<file path="src/rtl/pipelined_ripple_adder_if.sv">
// Operand/result handshake bus for pipelined_ripple_adder.
// The ovf signal exists only when PIPE_ADDER_OVF_EN is defined.
interface pipelined_ripple_adder_if #(
  parameter int N = 12
);
  logic         in_valid;
  logic         in_ready;
  logic [N-1:0] A;
  logic [N-1:0] B;
  logic         ci;
  logic         sub;
  logic         out_valid;
  logic         out_ready;
  logic [N-1:0] SUM;
  logic         co;
`ifdef PIPE_ADDER_OVF_EN
  logic         ovf;

  modport master (
    output in_valid, A, B, ci, sub, out_ready,
    input  in_ready, out_valid, SUM, co, ovf
  );
  modport slave (
    input  in_valid, A, B, ci, sub, out_ready,
    output in_ready, out_valid, SUM, co, ovf
  );
`else
  modport master (
    output in_valid, A, B, ci, sub, out_ready,
    input  in_ready, out_valid, SUM, co
  );
  modport slave (
    input  in_valid, A, B, ci, sub, out_ready,
    output in_ready, out_valid, SUM, co
  );
`endif
endinterface

</file>
<file path="src/rtl/pipelined_ripple_adder.sv">
// Pipelined ripple-carry adder/subtractor, one CHUNK-bit slice resolved per stage.
// Optional signed overflow output enabled by defining PIPE_ADDER_OVF_EN.
module pipelined_ripple_adder #(
  parameter int N     = 12,
  parameter int CHUNK = 4
) (
  input logic                     CK,
  input logic                     RN,
  pipelined_ripple_adder_if.slave bus
);
  localparam int STAGES = N / CHUNK;

  logic         adv;
  logic [N-1:0] b_eff;
  logic         c0;

  always_comb begin
    adv   = !bus.out_valid || bus.out_ready;
    b_eff = bus.sub ? ~bus.B : bus.B;
    c0    = bus.sub | bus.ci;
  end

  assign bus.in_ready = adv;

  for (genvar k = 0; k < STAGES; k++) begin : g_stg
    localparam int W   = (k + 1) * CHUNK;
    localparam int REM = N - W;

    // Operand bits still to be consumed, lowest slice belongs to this stage
    logic [REM+CHUNK-1:0] a_up;
    logic [REM+CHUNK-1:0] b_up;
    logic                 v_in;
    logic                 c_in;
    logic [CHUNK:0]       sl;
    logic                 vld_d, vld_q;
    logic                 cy_d, cy_q;
    logic [W-1:0]         sum_d, sum_q;

    if (k == 0) begin : g_head
      always_comb begin
        a_up  = bus.A;
        b_up  = b_eff;
        v_in  = bus.in_valid;
        c_in  = c0;
        sum_d = adv ? sl[CHUNK-1:0] : sum_q;
      end
    end else begin : g_body
      always_comb begin
        a_up  = g_stg[k-1].g_ops.a_q;
        b_up  = g_stg[k-1].g_ops.b_q;
        v_in  = g_stg[k-1].vld_q;
        c_in  = g_stg[k-1].cy_q;
        sum_d = adv ? {sl[CHUNK-1:0], g_stg[k-1].sum_q} : sum_q;
      end
    end

    always_comb begin
      sl    = {1'b0, a_up[CHUNK-1:0]} + {1'b0, b_up[CHUNK-1:0]} + {{CHUNK{1'b0}}, c_in};
      vld_d = adv ? v_in : vld_q;
      cy_d  = adv ? sl[CHUNK] : cy_q;
    end

    always_ff @(posedge CK) begin
      if (!RN) begin
        vld_q <= 1'b0;
        cy_q  <= 1'b0;
        sum_q <= '0;
      end else begin
        vld_q <= vld_d;
        cy_q  <= cy_d;
        sum_q <= sum_d;
      end
    end

    if (REM > 0) begin : g_ops
      logic [REM-1:0] a_d, a_q;
      logic [REM-1:0] b_d, b_q;

      always_comb begin
        a_d = adv ? a_up[REM+CHUNK-1:CHUNK] : a_q;
        b_d = adv ? b_up[REM+CHUNK-1:CHUNK] : b_q;
      end

      always_ff @(posedge CK) begin
        if (!RN) begin
          a_q <= '0;
          b_q <= '0;
        end else begin
          a_q <= a_d;
          b_q <= b_d;
        end
      end
    end

`ifdef PIPE_ADDER_OVF_EN
    if (k == STAGES - 1) begin : g_tail
      logic c_msb;
      logic ovf_d, ovf_q;

      // Carry into the MSB recovered from the MSB sum bit and its operands
      always_comb begin
        c_msb = a_up[CHUNK-1] ^ b_up[CHUNK-1] ^ sl[CHUNK-1];
        ovf_d = adv ? (c_msb ^ sl[CHUNK]) : ovf_q;
      end

      always_ff @(posedge CK) begin
        if (!RN) ovf_q <= 1'b0;
        else     ovf_q <= ovf_d;
      end
    end
`endif
  end

  assign bus.out_valid = g_stg[STAGES-1].vld_q;
  assign bus.SUM       = g_stg[STAGES-1].sum_q;
  assign bus.co        = g_stg[STAGES-1].cy_q;
`ifdef PIPE_ADDER_OVF_EN
  assign bus.ovf       = g_stg[STAGES-1].g_tail.ovf_q;
`endif
endmodule

</file>
<file path="src/flat_wrapper.sv">
// flat-port wrapper written by rule: the top's interface ports become plain ports
module pipelined_ripple_adder_flat 
#(
  parameter int N     = 12,
  parameter int CHUNK = 4
)
  (CK, RN, bus_in_valid, bus_A, bus_B, bus_ci, bus_sub, bus_out_ready, bus_in_ready, bus_out_valid, bus_SUM, bus_co);
  pipelined_ripple_adder_if #(.N(N)) bus_i ();
  input logic CK;
  input logic RN;
  input wire logic [$bits(bus_i.in_valid)-1:0] bus_in_valid;
  input wire logic [$bits(bus_i.A)-1:0] bus_A;
  input wire logic [$bits(bus_i.B)-1:0] bus_B;
  input wire logic [$bits(bus_i.ci)-1:0] bus_ci;
  input wire logic [$bits(bus_i.sub)-1:0] bus_sub;
  input wire logic [$bits(bus_i.out_ready)-1:0] bus_out_ready;
  output wire logic [$bits(bus_i.in_ready)-1:0] bus_in_ready;
  output wire logic [$bits(bus_i.out_valid)-1:0] bus_out_valid;
  output wire logic [$bits(bus_i.SUM)-1:0] bus_SUM;
  output wire logic [$bits(bus_i.co)-1:0] bus_co;
  assign bus_i.in_valid = bus_in_valid;
  assign bus_i.A = bus_A;
  assign bus_i.B = bus_B;
  assign bus_i.ci = bus_ci;
  assign bus_i.sub = bus_sub;
  assign bus_i.out_ready = bus_out_ready;
  assign bus_in_ready = bus_i.in_ready;
  assign bus_out_valid = bus_i.out_valid;
  assign bus_SUM = bus_i.SUM;
  assign bus_co = bus_i.co;
  pipelined_ripple_adder #(.N(N), .CHUNK(CHUNK)) u_core (.CK(CK), .RN(RN), .bus(bus_i));
endmodule
</file>
<file path="config.mk">
export PLATFORM = sky130hd
export DESIGN_NAME = pipelined_ripple_adder_flat
export DESIGN_NICKNAME = d
export VERILOG_FILES = /design/src/rtl/pipelined_ripple_adder_if.sv /design/src/rtl/pipelined_ripple_adder.sv /design/src/flat_wrapper.sv
export SDC_FILE = /design/constraint.sdc
export NUM_CORES = 1
export LEC_CHECK = 0
export ABC_AREA = 1
export CORE_MARGIN = 2
export CORE_UTILIZATION = 40
export CTS_BUF_LIST = sky130_fd_sc_hd__clkbuf_4 sky130_fd_sc_hd__clkbuf_8 sky130_fd_sc_hd__clkbuf_16
export DETAILED_ROUTE_END_ITERATION = 10
export GPL_TIMING_DRIVEN = 1
export HOLD_SLACK_MARGIN = 0.12
export SETUP_SLACK_MARGIN = 0.05
export SLEW_MARGIN = 20
export SYNTH_ARGS = -nofsm -noshare
export SYNTH_HDL_FRONTEND = slang
export SYNTH_SLANG_ARGS = --single-unit
</file>
<file path="constraint.sdc">
create_clock -name CK -period 5 [get_ports CK]
set_input_delay 1 -clock CK [delete_from_list [all_inputs] [get_ports CK]]
set_output_delay 1 -clock CK [all_outputs]
set_load 0.02 [all_outputs]
</file>
# Word-level counts from Yosys, hierarchy flattened
# Cells that the tools add are included.
# word_totals
regBits,54
wordCells,24
# op_classes
addsub,6
n_mux,1
bitwise_logic,2
reduce_logical,2
# op_table
cell,n
adder 4 x 4 -> 5 bit,3
adder 5 x 1 -> 5 bit,3
2-to-1 mux 12 bit,1
NOT 12 bit,1
logical NOT 1 bit,1
logical OR 1 bit,1
bitwise OR 1 bit,1

# Depth between registers and ports, before layout
# Gate-level depths: netlist of the first run.
# logic_depth
word_depth,4
depth_mapped,9

# Worst setup path before layout of the first run
# Ideal clock, no wire load.
# synth_path
kind,input port to flip-flop
start,input port bus_sub
end,register u_core.g_stg[0].cy_q
arrival_time_ns,2.470
required_ns,4.881
path_slack_ns,2.410
cell_stages,8
path_buffers,1
path_cell_list,buf_4 -> or2_2 -> fa_1 -> fa_1 -> nand2_1 -> nand2_1 -> nand2_1 -> a21oi_1
# synth_between
elab_chain_len,3
word_cells_on_any_way,4
# synth_rtl
item,line_no,text
from (decl),flat_wrapper.sv:15,input wire logic [$bits(bus_i.sub)-1:0] bus_sub;
2-to-1 mux 12 bit,pipelined_ripple_adder.sv:19,b_eff = bus.sub ? ~bus.B : bus.B;
adder 4 x 4 -> 5 bit,pipelined_ripple_adder.sv:58,"sl = {1'b0, a_up[CHUNK-1:0]} + {1'b0, b_up[CHUNK-1:0]} + {{CHUNK{1'b0}}, c_in};"
adder 5 x 1 -> 5 bit *,pipelined_ripple_adder.sv:58,
to (signal assigned),pipelined_ripple_adder.sv:70,cy_q <= cy_d;
to (decl),pipelined_ripple_adder.sv:36,"logic cy_d, cy_q;"
# Mark *: on every way between the ends. The rest lies on a longest branch, timed or not.
# A chain may end at the register's enable or synchronous reset.

# Worst setup path in the final report of the first run
# layout_path
start,input port bus_out_ready
end,output port bus_in_ready
# layout_between
elab_chain_len,1
# layout_rtl
item,line_no,text
from (decl),flat_wrapper.sv:16,input wire logic [$bits(bus_i.out_ready)-1:0] bus_out_ready;
logical OR 1 bit,pipelined_ripple_adder.sv:18,adv = !bus.out_valid || bus.out_ready;
to (decl),flat_wrapper.sv:17,output wire logic [$bits(bus_i.in_ready)-1:0] bus_in_ready;
# Every way passes these cells.

==> reports/summary.txt, run 1 <==
HP Start: u_core.g_stg[1].vld_q$_SDFFE_PN0P_
Worst-Skew Late Latency: 0.31 ns
P_sw: 244 µW
Mean Syn Cell Area: 8.08 µm²
FF+latch count, synth: 54
Setup TNS: 0 ns
Share of cells above drive strength 1: 0.0537
Mapped cell area: 2410 µm²
Vias in the first global route: 1777
Nets: 379
Design area: 2940 µm²
Residual DRC: 0
Main synth FF type: dfxtp_1
Largest net degree at the start of global routing: 65
Worst Hold Path Cells: 1
Critical path launch point type: input pin
CTS Buffer Depth: 2
Minimum clock period: 3.22 ns
Async S/R FF share, synth: 0
Worst Slack Setup Final: 1.78 ns
DR iter-0 viols: 120
Routability cong.: 0.749
Max VDD drop: 134 µV
R2R setup slack: 3.16 ns
Most frequent CP cell: clkdlybuf4s50_1
Post-CTS resize count: 0
Internal: 666 µW
Slowest stage delay, CP: 0.61 ns
Post-layout util: 0.503
CP arrival: 2.22 ns
EDFF count, synth: 0
Die Y: 81.6 µm
Reg2Reg Capture Point: u_core.g_stg[1].g_ops.a_q[1]$_SDFFE_PN0P_
Fmax: 0.311 GHz
Clk Tree Root Cell: clkbuf_8
Number of iterations in the first detailed-routing pass: 4
First-pass GRT wire length: 7850 µm
Max Cap Viol: 0
CP top delay family: buffers and inverters
WP data required: 4.00 ns
Vias post-DR: 1922
Multi-input gate area in the final layout: 1140 µm²
Hpwl dp: 2980 µm
Die W: 81.6 µm
Pre-CTS setup slack: 1.59 ns
Vias per cell: 4.69
Initial Util: 0.411
Routed WL per cell: 11.1 µm
Final setup violation count: 0
CTS tree: yes
Sequential-to-total area share from yosys stat: 0.449
Total grt overflow: 0
Net count after synthesis: 343
Combinational power share: 0.189
Post-Place Cell Area: 2850 µm²
Setup repair after global routing missed its margin: no
Cell Rows: 28
Power share of the clock group: 0.275
Antenna diodes: 0
Clock sinks: 54
P&R area growth vs syn: 22.3%
TritonCTS Buffers: 5
Power Density: 309 nW/µm²
Core area: 5850 µm²
Final Skew: 0.00653 ns
IO Port Bufs: 44
CP Buf/Inv Count: 3
Register area: 1080 µm²
Worst hold path type: flop to flop
Slew margin rel.: 0.545
Crit-path cells: clkdlybuf4s50_1 > inv_1 > nand2_4 > clkdlybuf4s50_1
Reg-to-reg startpoint: u_core.bus.out_valid$_SDFFE_PN0P_
Worst reg-to-reg path cell count: 5
IO Count: 45
Total wire length: 4550 µm
Synth warn: 0
Post-CTS setup buffers: 0
Tot GR Track Use: 0.153
Hold Buf Count CTS: 0
Worst-Margin Slew: 0.681 ns
Cells after synthesis: 298
Outcome: finished clean
Die area: 6650 µm²
Synth cell types: 21
Endpoint, Worst Hold: u_core.bus.out_valid$_SDFFE_PN0P_
Critical path class: input pin to primary output
Crit Path Max Fanout: 5
Slew Limit Fails: 0
Sw Ratio: 0.268
Antenna violations before repair: 0
Final hold vios: 0
Register share of total power: 0.536
FILL cells: 568
CTS H-tree depth: 2
Crit share post-route: 0.644
ANT nets after route: 0
CP endpoint kind: primary output
LEAKAGE: 0.00122 µW
Clock slew at reported path FFs: 0.09 ns
CP max stage cell: clkdlybuf4s50_1
-- metrics by stage --
stage / hold slack [ns] / total power, µW / cells
finish: 0.471 / 909 / 410
CTS: 0.475 / 921 / 410
detailed placement: 0.451 / 670 / 402
global route: 0.505 / 963 / 410
global placement: 0.448 / 670 / 402
floorplan: 0.435 / 607 / 298
-- synth_stat cells, types with 2 or more instances --
| library cell | n | share of area |
|---|---|---|
| nor2_1 | 67 | 0.10 |
| clkbuf_1 | 5 | 0.0078 |
| o21ai_0 | 51 | 0.11 |
| inv_1 | 21 | 0.033 |
| a31oi_1 | 3 | 0.0078 |
| o21ai_1 | 4 | 0.0083 |
| xnor2_1 | 6 | 0.022 |
| dfxtp_1 | 54 | 0.45 |
| ha_1 | 9 | 0.047 |
| a21oi_1 | 18 | 0.037 |
| buf_2 | 7 | 0.015 |
| nand2_1 | 18 | 0.028 |
| or2_2 | 5 | 0.013 |
| buf_4 | 2 | 0.0062 |
| xor2_1 | 6 | 0.022 |
| buf_6 | 3 | 0.014 |
| nand3_1 | 10 | 0.021 |
| fa_1 | 6 | 0.050 |
-- worst max-delay path by stage --
stage / startpoint / endpoint / slack, ns / cells past startpoint
final: bus_out_ready / bus_in_ready / 1.78 / 4
after global routing: bus_out_ready / bus_in_ready / 1.75 / 4
after CTS: bus_out_ready / bus_in_ready / 1.77 / 4
after detailed placement: bus_sub / u_core.g_stg[0].sum_q[2]$_SDFFE_PN0P_ / 1.59 / 6
after global placement: bus_sub / u_core.g_stg[0].sum_q[2]$_SDFFE_PN0P_ / 1.64 / 6
after floorplan: bus_sub / u_core.g_stg[0].cy_q$_SDFFE_PN0P_ / 2.41 / 8
-- sequential cells by signal, summed over array words and instances, names as in the netlist --
signal,count
u_core.g_stg.g_ops.a_q,12
u_core.g_stg.sum_q,12
u_core.bus.co,1
u_core.g_stg.vld_q,2
u_core.g_stg.cy_q,2
u_core.bus.SUM,12
u_core.g_stg.g_ops.b_q,12
u_core.bus.out_valid,1
-- layout make-up --
cell class,count,share of cell area
multi-input cells,205,0.388
flip-flops and latches,54,0.367
repair buffers,46,0.153
well taps,75,0.0319
clock buffers,6,0.0280
inverters,22,0.0280
clock inverters,2,0.00425
-- cell families after synthesis --
logic type / Yosys count / synth area share
adders and majority gates: 15 / 0.0967
DFF: 54 / 0.449
buffers and inverters: 39 / 0.0769
xor gates and xnor gates: 12 / 0.0437
AOI/OAI and AO/OA: 77 / 0.163
and+or+nand+nor: 101 / 0.171
-- layout by cell type, fill, tap and decap left out, drive strengths merged --
master	netlist	final
a31oi	3	3
ha	9	9
o21a	1	1
a21oi	18	18
dfxtp	54	54
fa	6	6
nand2	19	19
clkdlybuf4s50	0	43
o21ai	55	55
xor2	6	6
buf	12	3
clkinv	0	1
inv	22	22
nor2	67	67
nand3	10	10
clkbuf	5	6
xnor2	6	6
clkinvlp	0	1
or2	5	5
-- worst reg2reg max path: cells and delay by family, from the launching register on --
family / cells / cell delay [ns]
buffers and inverters: 2 / 0.90
flip-flops: 1 / 0.34
AO/OA/AOI/OAI: 2 / 0.35
AND/OR/NAND/NOR: 1 / 0.11
-- power groups by stage --
stage                     clock network, µW  registers [µW]  logic, µW
after floorplan                           0             504        102
after global placement                    0             497        172
after detailed placement                  0             497        173
after CTS                               258             488        175
after global routing                    274             492        197
final                                   250             488        172
-- per-layer routing --
| layer | wire length, µm | vias to the layer above | GRT usage |
|---|---|---|---|
| met5 | 0 | - | 0 |
| met4 | 75 | 0 | 0.0600 |
| met3 | 180 | 7 | 0.0363 |
| met2 | 2090 | 29 | 0.247 |
| met1 | 2200 | 856 | 0.197 |
| li1 | - | 1030 | - |
Note: power is estimated with default switching activity, not from simulation.
==> inputs of run 2 (changes only) <==
PLACE_DENSITY = 0.66   (was default)
clock period = 2.6 ns   (was 5 ns; I/O delays follow)
==> run 2 against run 1 <==
  * Sequential share of layout area fell by 0.63 points
  * Sequential power rose by 92%
  * Critical path depth did not move
  * Clock power rose by 130%
  * Global-route usage rose by 0.44 points
  * Largest cell class unchanged
==> reports/summary.txt, run 2 (synthesis results as in run 1) <==
Worst hold path type: flop to flop
IO Port Bufs: 44 (unchanged)
Share of cells above drive strength 1: 0.0564 (+0.00265)
Tot GR Track Use: 0.157 (+0.00441)
GRT met3 Usage: 0.0341 (-0.00220)
Slew margin rel.: 0.633 (+0.0876)
Outcome: finished clean
Critical path launch point type: input pin
Final hold vios: 0 (unchanged)
Hold Buf Count CTS: 0 (unchanged)
Vias per cell: 4.61 (-1.7%)
Initial Util: 0.411 (unchanged)
Most frequent CP cell: clkdlybuf4s50_1
Crit-path cells: clkdlybuf4s50_1 > inv_1 > nand2_4 > clkdlybuf4s50_1
Grt met1 use: 0.218 (+0.0213)
Core area: 5850 µm² (unchanged)
Nets: 381 (+0.53%)
Clk Tree Root Cell: clkbuf_8
Clock slew at reported path FFs: 0.09 ns (about the same)
LEAKAGE: 0.00123 µW (+1.3%)
Commonest non-fill, non-tap cell in the layout: nor2_1
WP data required: 2.08 ns (-1.92 ns)
Slew Limit Fails: 0 (unchanged)
Worst-Skew Late Latency: 0.31 ns (about the same)
Antenna violations before repair: 0 (unchanged)
CP Buf/Inv Count: 3 (unchanged)
CTS Buffer Depth: 2 (unchanged)
Hpwl dp: 3120 µm (+4.4%)
Pre-CTS setup slack: 0.0387 ns (-1.55 ns)
Worst path depth: 4 (unchanged)
Post-Place Cell Area: 2880 µm² (+0.96%)
Worst-Margin Slew: 0.550 ns (-0.130 ns)
FILL cells: 540 (-4.9%)
Vias in the first global route: 1801 (+1.4%)
Slowest stage delay, CP: 0.62 ns (about the same)
Worst Slack Setup Final: 0.336 ns (-1.44 ns)
CP max stage cell: clkdlybuf4s50_1
CTS H-tree depth: 2 (unchanged)
Setup TNS: 0 ns (unchanged)
P&R area growth vs syn: 24.4%
Design area: 3000 µm² (+1.7%)
Crit Path Max Fanout: 5 (unchanged)
Crit share post-route: 0.871
TritonCTS Buffers: 5 (unchanged)
First-pass GRT wire length: 8200 µm (+4.5%)
CP top delay family: buffers and inverters
Number of iterations in the first detailed-routing pass: 4 (unchanged)
Die area: 6650 µm² (unchanged)
CTS tree: yes
Fmax: 0.442 GHz
Final setup violation count: 0 (unchanged)
Power Density: 615 nW/µm² (+99%)
Max Cap Viol: 0 (unchanged)
DR iter-0 viols: 111 (-7.5%)
Post-CTS resize count: 0 (unchanged)
CP endpoint kind: primary output
Worst Hold Path Cells: 1 (unchanged)
Setup repair after global routing missed its margin: no
Minimum clock period: 2.26 ns
Vias post-DR: 1898 (-1.2%)
CP arrival: 1.74 ns (-0.48 ns)
Routability cong.: 0.820 (+9.4%)
Die W: 81.6 µm (unchanged)
ANT nets after route: 0 (unchanged)
Antenna diodes: 0 (unchanged)
Largest net degree at the start of global routing: 65 (unchanged)
Final Skew: 0.00490 ns (-0.00163 ns)
Critical path class: input pin to primary output
Total grt overflow: 0 (unchanged)
Residual DRC: 0 (unchanged)
Routed WL per cell: 11.4 µm (+3.0%)
Met2 Resource Use GR: 0.246 (-0.000820)
Worst reg-to-reg path cell count: 4 (-1)
Post-CTS setup buffers: 0 (unchanged)
Grt peak-use layer: met2
Cell Rows: 28 (unchanged)
Commonest cells after routing, fill and taps aside: nor2_1, dfxtp_1, o21ai_0
Max VDD drop: 244 µV (+82%)
Total wire length: 4700 µm (+3.5%)
IO Count: 45 (unchanged)
Overall power: 1840 µW (+100%)
Post-layout util: 0.512 (+0.00877)
Die Y: 81.6 µm (unchanged)
Clock sinks: 54 (unchanged)
## run 2: worst reg2reg max path: stages, from the launching register on
cell	delay (ns)
dfxtp_1	0.34
fa_1	0.45
inv_1	0.09
fa_1	0.41
a21oi_1	0.12
## run 2: worst paths after layout
| check | startpoint | end | slack [ns] |
|---|---|---|---|
| max | bus_out_ready | bus_in_ready | 0.34 |
| min | u_core.g_stg[1].vld_q$_SDFFE_PN0P_ | u_core.bus.out_valid$_SDFFE_PN0P_ | 0.48 |
| max reg2reg | u_core.g_stg[0].g_ops.b_q[0]$_SDFFE_PN0P_ | u_core.g_stg[1].sum_q[5]$_SDFFE_PN0P_ | 1.12 |
| min reg2reg | u_core.g_stg[1].vld_q$_SDFFE_PN0P_ | u_core.bus.out_valid$_SDFFE_PN0P_ | 0.48 |
## run 2: final cells by class
class                           instances  area, µm²  area share
Timing Repair Buffer                   48        483       0.161
Sequential cell                        54       1080       0.361
Clock inverter                          3       45.0      0.0150
Clock buffer                            5       68.8      0.0230
Multi-Input combinational cell        205       1140       0.381
Inverter                               22       82.6      0.0276
Tap cell                               75       93.8      0.0313
## run 2: metrics by stage
stage	cells	hold slack (ns)
after floorplan	298	0.435
final	412	0.479
after global routing	412	0.506
after detailed placement	404	0.459
after global placement	404	0.450
after CTS	412	0.483
## run 2: layer usage
layer	vias up	routed length, µm
li1	1036	-
met1	826	2510
met2	32	1980
met3	4	171
met4	0	46
met5	-	0
## run 2: where the power goes
| group | switching, µW | leakage (µW) | total [µW] | internal (µW) |
|---|---|---|---|---|
| Sequential | 38.4 | 0.000446 | 939 | 901 |
| Clock | 281 | 0.0000504 | 568 | 287 |
| Combinational | 168 | 0.000737 | 336 | 168 |
| Total | 487 | 0.00123 | 1840 | 1360 |
==> inputs of run 3 (changes only) <==
HOLD_SLACK_MARGIN = 0.06   (was 0.12)
==> results of run 3 <==
No change in the layout: final DEF, timing and power equal those of run 2.
